## src/rtl/imem_loader_pkg.sv

```systemverilog
// Shared types and frame constants for the instruction-memory stream loader.
// Frame on the wire: LEN_LO, LEN_HI, N*4 data bytes (little-endian words), CSUM.
package imem_loader_pkg;

  typedef enum logic [2:0] {
    S_LEN_LO = 3'd0,
    S_LEN_HI = 3'd1,
    S_DATA   = 3'd2,
    S_CSUM   = 3'd3,
    S_DONE   = 3'd4,
    S_ERR    = 3'd5
  } loader_state_e;

  localparam int LEN_BYTES  = 2;
  localparam int WORD_BYTES = 4;

  // True in the states that take bytes from the stream.
  function automatic logic state_takes_bytes(loader_state_e s);
    return (s != S_DONE) && (s != S_ERR);
  endfunction

endpackage

```

## src/rtl/imem_stream_loader_byte_packer.sv

```systemverilog
// Assembles accepted stream bytes into little-endian 32-bit words.
// word_valid_o pulses for one cycle after the 4th byte of a word; word_o is valid then.
module byte_packer (
  input  logic        clk,
  input  logic        rst,
  input  logic        clr_i,
  input  logic        acc_i,
  input  logic [7:0]  data_i,
  output logic        word_valid_o,
  output logic [31:0] word_o
);

  logic [1:0]  lane_q, lane_d;
  logic [31:0] sr_q, sr_d;
  logic        word_valid_q, word_valid_d;

  always_comb begin
    lane_d       = lane_q;
    sr_d         = sr_q;
    word_valid_d = 1'b0;
    if (clr_i) begin
      lane_d = '0;
      sr_d   = '0;
    end else if (acc_i) begin
      // Shift right so the first byte of a word ends up in bits 7:0.
      sr_d         = {data_i, sr_q[31:8]};
      lane_d       = lane_q + 2'd1;
      word_valid_d = (lane_q == 2'd3);
    end
  end

  always_ff @(posedge clk or posedge rst) begin
    if (rst) begin
      lane_q       <= '0;
      sr_q         <= '0;
      word_valid_q <= 1'b0;
    end else begin
      lane_q       <= lane_d;
      sr_q         <= sr_d;
      word_valid_q <= word_valid_d;
    end
  end

  assign word_valid_o = word_valid_q;
  assign word_o       = sr_q;

endmodule

```

## src/rtl/imem_stream_loader.sv

```systemverilog
// Boot loader: receives a length-prefixed, XOR-checked byte image and writes it into
// instruction memory, holding the core in reset until the image is verified.
//
// Handshake: a byte transfers on a rising edge where in_valid && in_ready; in_ready is
// registered, high in every frame state, and in_valid carries no hold requirement.
module imem_stream_loader
  import imem_loader_pkg::*;
#(
  parameter int unsigned       ADDR_W    = 32,
  parameter logic [ADDR_W-1:0] BASE_ADDR = '0,
  parameter int unsigned       MAX_WORDS = 1024
) (
  input  logic              clk,
  input  logic              rst,
  input  logic              start,
  input  logic              in_valid,
  input  logic [7:0]        in_data,
  output logic              in_ready,
  output logic              im_we,
  output logic [ADDR_W-1:0] im_addr,
  output logic [31:0]       im_wdata,
  output logic              core_rst,
  output logic              done,
  output logic              err,
  output logic [2:0]        dbg_state_o
);

  localparam int REM_W = 8 * LEN_BYTES + $clog2(WORD_BYTES);

  loader_state_e     state_q, state_d;
  logic [7:0]        len_lo_q, len_lo_d;
  logic [REM_W-1:0]  rem_q, rem_d;
  logic [7:0]        xor_q, xor_d;
  logic [ADDR_W-1:0] wcnt_q, wcnt_d;
  logic [ADDR_W-1:0] im_addr_q, im_addr_d;
  logic              in_ready_q, in_ready_d;
  logic              core_rst_q, core_rst_d;
  logic              done_q, done_d;
  logic              err_q, err_d;

  logic              accept;
  logic [15:0]       len_w;
  logic              pk_acc;
  logic              pk_clr;
  logic              pk_word_valid;
  logic [31:0]       pk_word;

  assign accept = in_valid && in_ready_q;
  assign len_w  = {in_data, len_lo_q};

  byte_packer u_packer (
    .clk          (clk),
    .rst          (rst),
    .clr_i        (pk_clr),
    .acc_i        (pk_acc),
    .data_i       (in_data),
    .word_valid_o (pk_word_valid),
    .word_o       (pk_word)
  );

  always_comb begin
    state_d  = state_q;
    len_lo_d = len_lo_q;
    rem_d    = rem_q;
    xor_d    = xor_q;
    wcnt_d   = wcnt_q;
    pk_acc   = 1'b0;
    pk_clr   = 1'b0;

    // Advance the word index once the packer has issued a write.
    if (pk_word_valid) begin
      wcnt_d = wcnt_q + 1'b1;
    end

    unique case (state_q)
      S_LEN_LO: begin
        if (accept) begin
          len_lo_d = in_data;
          state_d  = S_LEN_HI;
        end
      end
      S_LEN_HI: begin
        if (accept) begin
          if (32'(len_w) > MAX_WORDS) begin
            state_d = S_ERR;
          end else if (len_w == 16'd0) begin
            state_d = S_CSUM;
          end else begin
            rem_d   = REM_W'(len_w) * REM_W'(WORD_BYTES);
            state_d = S_DATA;
          end
        end
      end
      S_DATA: begin
        if (accept) begin
          pk_acc = 1'b1;
          xor_d  = xor_q ^ in_data;
          rem_d  = rem_q - 1'b1;
          if (rem_q == REM_W'(1)) begin
            state_d = S_CSUM;
          end
        end
      end
      S_CSUM: begin
        if (accept) begin
          state_d = (in_data == xor_q) ? S_DONE : S_ERR;
        end
      end
      S_DONE, S_ERR: begin
        if (start) begin
          pk_clr  = 1'b1;
          xor_d   = '0;
          wcnt_d  = '0;
          rem_d   = '0;
          state_d = S_LEN_LO;
        end
      end
      default: state_d = S_LEN_LO;
    endcase

    // Status outputs are registered copies of what the next state implies.
    im_addr_d  = BASE_ADDR + (wcnt_d << 2);
    in_ready_d = state_takes_bytes(state_d);
    core_rst_d = (state_d != S_DONE);
    done_d     = (state_d == S_DONE);
    err_d      = (state_d == S_ERR);
  end

  always_ff @(posedge clk or posedge rst) begin
    if (rst) begin
      state_q    <= S_LEN_LO;
      len_lo_q   <= '0;
      rem_q      <= '0;
      xor_q      <= '0;
      wcnt_q     <= '0;
      im_addr_q  <= BASE_ADDR;
      in_ready_q <= 1'b1;
      core_rst_q <= 1'b1;
      done_q     <= 1'b0;
      err_q      <= 1'b0;
    end else begin
      state_q    <= state_d;
      len_lo_q   <= len_lo_d;
      rem_q      <= rem_d;
      xor_q      <= xor_d;
      wcnt_q     <= wcnt_d;
      im_addr_q  <= im_addr_d;
      in_ready_q <= in_ready_d;
      core_rst_q <= core_rst_d;
      done_q     <= done_d;
      err_q      <= err_d;
    end
  end

  assign in_ready    = in_ready_q;
  assign im_we       = pk_word_valid;
  assign im_addr     = im_addr_q;
  assign im_wdata    = pk_word;
  assign core_rst    = core_rst_q;
  assign done        = done_q;
  assign err         = err_q;
  assign dbg_state_o = state_q;

endmodule

```

## config.mk

```make
export PLATFORM = sky130hd
export DESIGN_NAME = imem_stream_loader
export DESIGN_NICKNAME = d
export VERILOG_FILES = /design/src/rtl/imem_loader_pkg.sv /design/src/rtl/imem_stream_loader_byte_packer.sv /design/src/rtl/imem_stream_loader.sv
export SDC_FILE = /design/constraint.sdc
export NUM_CORES = 1
export LEC_CHECK = 0
export CAP_MARGIN = 30
export CORE_MARGIN = 4
export CORE_UTILIZATION = 49
export DETAILED_ROUTE_END_ITERATION = 10
export PLACE_DENSITY = 0.85
export SLEW_MARGIN = 0
export SYNTH_ARGS = -nofsm -noshare
export SYNTH_HDL_FRONTEND = slang
export SYNTH_HIERARCHICAL = 1
export SYNTH_SLANG_ARGS = --single-unit
```

## constraint.sdc

```tcl
create_clock -name clk -period 2.7 [get_ports clk]
set_clock_uncertainty 0.05 [all_clocks]
set_input_delay 0.81 -clock clk [delete_from_list [all_inputs] [get_ports clk]]
set_output_delay 0.81 -clock clk [all_outputs]
set_load 0.005 [all_outputs]
```

Word level (Yosys, flattened, before mapping)
Cells that the tools add are included.
{"block": "word_totals", "register_bits": 138, "latchBits": 0, "mem_bits_rw": 0, "mem_bits_ro": 0, "in_bits": 12, "out_inout_bits": 72, "wordCells": 78, "n_memories": 0}
{"block": "classes", "add_sub_neg": 3, "multipliers": 0, "n_div": 0, "order_cmp": 1, "eq_ne": 17, "shift": 0, "mux": 32, "bitwise": 1, "reduce_logical": 11}
{"op": "$mux 32", "count": 5}
{"op": "$mux 18", "count": 5}
{"op": "$pmux 18 s3", "count": 1}
{"op": "$add 32x1->32 const B", "count": 1}
{"op": "$mux 3", "count": 7}
{"op": "$eq 18x1->1 const B", "count": 1}
{"op": "$sub 18x1->18 const B", "count": 1}
{"op": "$gt 16x11->1 const B", "count": 1}
{"op": "$logic_not 16->1", "count": 1}
{"op": "$mux 8", "count": 2}
{"op": "$pmux 8 s2", "count": 1}
{"op": "$pmux 3 s5", "count": 1}
{"op": "$eq 3x3->1 const B", "count": 4}
{"op": "$ne 2x2->1 const B", "count": 5}
{"op": "$eq 8x8->1", "count": 1}
{"op": "$mux 1", "count": 8}
{"op": "$xor 8x8->8", "count": 1}
{"op": "$eq 3x2->1 const B", "count": 2}
{"op": "$ne 3x3->1 const B", "count": 2}
{"op": "$reduce_and 6->1", "count": 1}
{"op": "$mux 2", "count": 2}
{"op": "$reduce_bool 2->1", "count": 2}
{"op": "$eq 3x1->1 const B", "count": 1}
{"op": "$logic_not 3->1", "count": 1}
{"op": "other kinds (7)", "count": 8}

Depth between registers and ports, before layout
{"block": "depth", "word_depth": 7, "depth_mapped": 8, "ltp_nobuf": 7}

Hierarchy
The synthesis kept the hierarchy.
{"mod": "imem_stream_loader", "n_inst": 1, "cells_each": 422, "area_per_inst_um2": 3896.2, "seq_area_each_um2": 1779.2}
{"mod": "byte_packer", "n_inst": 1, "cells_each": 115, "area_per_inst_um2": 1460.2, "seq_area_each_um2": 875.8}

Worst setup path before layout
OpenSTA, ideal clock, no wires.
{"block": "synth_timing", "path_kind": "input to register", "startpoint": "input in_data[7]", "endpoint": "register rem_q[4]", "setup_ns": 0.119, "arrival_ns": 2.096, "required_time_ns": 2.531, "path_slack_ns": 0.435, "stages": 6, "n_path_buf": 1, "path_cell_list": "or4_4 -> nor3_2 -> a311o_2 -> nand2_2 -> buf_6 -> o21a_1"}
{"block": "synth_between", "elab_chain_len": 3, "elab_cells_between_ends": 5, "cone_classes": "1 x order compare; 2 x eq/ne; 2 x reduce/logical"}
{"element": "from (decl)", "line": "imem_stream_loader.sv:17", "rtl": "input logic [7:0] in_data,"}
{"element": "$gt 16x11->1 / $logic_not 16->1 (equally long branches)", "line": "imem_stream_loader.sv:84, imem_stream_loader.sv:86"}
{"element": "$ne 2x2->1 (no source line)"}
{"element": "$reduce_and 6->1 (no source line) *"}
{"element": "to (signal assigned)", "line": "imem_stream_loader.sv:144", "rtl": "rem_q <= rem_d;"}
{"element": "to (decl)", "line": "imem_stream_loader.sv:32", "rtl": "logic [REM_W-1:0] rem_q, rem_d;"}
Mark *: on every way between the ends. The rest lies on a longest branch, timed or not.
A chain may end at the register's enable or synchronous reset.

Worst setup path after layout
{"block": "layout_timing", "startpoint": "input in_data[7]", "endpoint": "register rem_q[10]"}
Same word-level chain as after synthesis.

==> PnR_summary.wiki <==
{| class="wikitable"
! Metric !! Value
|-
| Status || finished, final reports clean
|-
| Filler cells || 862
|-
| Yosys synthesis warning count || 6
|-
| Width of the chip || 113 um
|-
| TritonCTS Buffers || 9
|-
| Maximum clock path buffer count || 2
|-
| Area after detailed placement || 6470 um^2
|-
| CTS Sinks || 106
|-
| Relative slew slack || 59.3%
|-
| Number of inserted diodes || 0
|-
| Final Max Tran Viols || 0
|-
| Xor-xnor portion of the synthesized cell area || 5.07%
|-
| Relative contribution of sequential cells to total power || 46.3%
|-
| Adder-cell share of the synthesized area || 0.934%
|-
| Arrival time at the worst endpoint || 2.75 ns
|-
| Met1 track demand over resource in global routing || 28.6%
|-
| Finished Core Util || 63.8%
|-
| Min Clock Period, post-route || 2.56 ns
|-
| Routing usage on met2 || 37.4%
|-
| Overall die area || 12700 um^2
|-
| Number of cells traversed by the worst register-to-register path || 5
|-
| Worst Max-Slew Pin Slew || 0.609 ns
|-
| Met3 Usage GRT || 3.13%
|-
| Clk_lat worst skew || 0.37 ns
|-
| Estimated wirelength of the detail-placed design || 9910 um
|-
| Post-CTS clock slew at the launch and capture registers of the worst setup and hold paths || 0.10 ns
|-
| Portion of netlist area occupied by mux cells || 8.43%
|-
| Post-route antenna net violation count || 0
|-
| Synthesized-area fraction occupied by ao, oa, aoi and oai cells || 12.6%
|-
| Path category of the worst min-delay check || register to register
|-
| Via count of the first global-routing pass || 4503
|-
| Clock tree from TritonCTS || done
|-
| Vias || 4557
|-
| Number of violations of the max-capacitance limit || 0
|-
| DRC violations left || 0
|-
| Netlist area before placement || 5360 um^2
|-
| Most used standard cell by instance count after synthesis || dfrtp_1
|-
| Placer congestion estimate || 0.884
|-
| Largest delay contributor family on the critical path || buffers and inverters
|-
| Cell row count || 37
|-
| Highest cell delay on the worst timing path || 0.55 ns
|-
| Area share of the largest cell type after synthesis || 48.6%
|-
| Synth cell count leaders || dfrtp_1 (104), nor2_1 (84), o21ai_0 (42)
|-
| Floorplan core area || 10500 um^2
|-
| Dominant combinational cell family by area after synthesis || simple AND/OR/NAND/NOR gates
|-
| Library cell used as clock root buffer || clkbuf_8
|-
| Initial antenna violation count || 0
|-
| Biggest area consumer among synthesized cells || dfrtp_1
|-
| Highest-utilization routing layer at the global route stage || met2
|-
| Cell-internal power || 2910 uW
|-
| Per-cell routed wire length || 17.6 um
|-
| Cells traversed along the worst timing path || clkdlybuf4s50_1 > or4_4 > nor3_2 > a311oi_1 > buf_4 > buf_4 > o31ai_2 > o21ai_0
|-
| Vias per cell || 5.84
|-
| Highest clock rate || 390 MHz
|-
| Distinct cell type count after synthesis || 62
|-
| Data required time at the worst endpoint || 2.89 ns
|-
| Setup repair after global routing missed its margin || false
|-
| Vertical die dimension || 113 um
|-
| Proportion of register bits with asynchronous set or reset after synthesis || 100%
|-
| Count of mapped cells out of synthesis || 537
|-
| Logic depth of the worst path, buffers included || 8
|-
| Synth Area in Simple Gates || 18.6%
|-
| Sequential element share of the synthesized area || 49.6%
|-
| Switching power as a share of total power || 36.0%
|-
| Post-synthesis to final-layout area growth || 24.6%
|-
| Drt initial violations || 442
|-
| Sum of routed wire length over all layers || 13700 um
|-
| Logic gate share of total power || 32.2%
|-
| Lkg Pwr || 0.00276 uW
|-
| Number of enable flip-flop cells after synthesis || 0
|-
| Highest fanout seen on the critical path || 10
|-
| Count of instances resized after the clock tree is built || 0
|-
| Share of the clock period used by the worst path || 95.0%
|-
| Total net switching power || 1630 uW
|-
| Cell with the biggest individual delay on the critical path || or4_4
|-
| Bufs and invs on worst path || 3
|-
| Number of buffers added on ports || 81
|-
| Number of placed I/O pins || 84
|-
| CP most frequent cell || buf_4
|-
| All-Layer GR Usage || 21.7%
|-
| Element type at the critical path start || input port
|-
| Most area-consuming cells after synthesis || dfrtp_1 (49%), mux2i_1 (6.5%), nor2_1 (5.9%)
|-
| H-tree levels || 3
|-
| Worst hold-check slack || 0.464 ns
|-
| Total number of nets in the final design || 655
|-
| Hold bufs inserted after CTS || 0
|-
| Critical path endpoint category || register
|-
| VDD IR-drop max || 0.431 mV
|-
| Fraction of final layout cells sized beyond drive strength 1 || 13.5%
|-
| Total of flip-flops plus latches after synthesis || 106
|-
| Worst Setup Path Type || input port to register
|-
| Clock Power Share || 21.5%
|-
| Hold Crit Depth || 1
|-
| Grt ovf || 0
|-
| Average size of a mapped cell || 9.97 um^2
|-
| Effective utilization at floorplan || 51.2%
|-
| Main synth FF type || dfrtp_1
|-
| First-pass detailed-route iteration total || 7
|-
| Cell count after placement || 764
|-
| Final Hold Vio Count || 0
|-
| Post-route standard cell area excluding fillers || 6670 um^2
|-
| Wire length of the first global-routing pass || 22700 um
|-
| Number of setup buffers added after CTS || 0
|-
| Maximum number of pins on one net before global-route repair || 43
|-
| Number of standard cells in the layout, taps in and fillers out || 780
|-
| Final setup violation count || 0
|-
| Power per unit of standard cell area || 681 nW/um^2
|}
-- routing by layer --
metal	vias to the layer above	share of wire, %	wire, um
li1	2096	-	-
met2	208	51	6960
met4	0	1.4	189
met3	14	6.6	900
met1	2239	41	5650
met5	-	0	0
-- registers in the layout, summed over array words and instances, names as in the netlist --
signal,count
xor_q,8
done,1
u_packer/word_valid_o,1
err,1
wcnt_q,30
u_packer/word_o,32
rem_q,18
u_packer/lane_q,2
in_ready,1
dbg_state_o,3
core_rst,1
len_lo_q,8
-- metrics by stage --
| stage | setup slack (ns) | power [uW] | setup TNS, ns |
|---|---|---|---|
| final | 0.136 | 4550 | 0 |
| after global routing | 0.00163 | 4780 | 0 |
| after floorplan | 0.0467 | 2940 | 0 |
| after detailed placement | -0.245 | 3560 | -1.90 |
| after global placement | -0.177 | 3520 | -1.20 |
| after CTS | 0.151 | 4540 | 0 |
-- path summary, 6_finish.rpt --
path | startpoint | to | slack [ns]
max | in_data[7] | rem_q[10] | 0.14
min | xor_q[2] | xor_q[2] | 0.46
max reg2reg | rem_q[2] | rem_q[17] | 0.59
min reg2reg | xor_q[2] | xor_q[2] | 0.46
max in group asynchronous | rst | wcnt_q[24] | 1.27
min in group asynchronous | rst | dbg_state_o[0] | 0.77
-- power groups by stage --
stage	logic [uW]	registers, uW	clock network, uW
after floorplan	899	2040	0
after global placement	1400	2120	0
after detailed placement	1440	2120	0
after CTS	1440	2100	998
after global routing	1580	2140	1060
final	1460	2110	978
-- layout make-up --
class,count,area (um^2),area share (%)
sequential,106,2660,39.8
inverter,18,67.6,1.01
timing repair buffer,116,1120,16.8
clock buffer,11,151,2.27
multi-input combinational,388,2460,36.9
tap,136,170,2.55
clock inverter,5,45.0,0.675
-- worst register-to-register path: cells and delay by family (launching register included) --
family,cells,cell delay [ns]
and+or+nand+nor,3,1.29
DFF,1,0.47
AOI/OAI and AO/OA,2,0.26
-- cells in the final DEF (no fill, tap or decap), types with 3 or more instances in the layout --
cell,instances
inv_1,16
a21oi_1,28
a31oi_1,6
and3_1,6
nor4_1,9
xor2_1,5
nand3_1,11
nand2b_1,4
nor3_2,3
buf_12,4
or3_1,9
nand2_1,26
clkdlybuf4s50_1,81
o21ai_0,42
mux2_2,9
nand4_1,7
ha_1,4
a31o_2,4
nor3_1,16
clkbuf_8,11
mux2i_1,35
nor2_1,84
buf_4,31
dfrtp_1,104
o31ai_1,6
xnor2_1,26
a22oi_1,4
-- cell families (layout without fill, tap and decap cells) --
| kind of cell | count (synthesis) | after routing |
|---|---|---|
| AOI/OAI and AO/OA | 110 | 110 |
| other | 1 | 2 |
| xor gates and xnor gates | 31 | 31 |
| and+or+nand+nor | 197 | 197 |
| adders and majority gates | 4 | 4 |
| buffers and inverters | 44 | 150 |
| DFF | 106 | 106 |
| muxes | 44 | 44 |
Note: power is estimated with default switching activity, not from simulation.
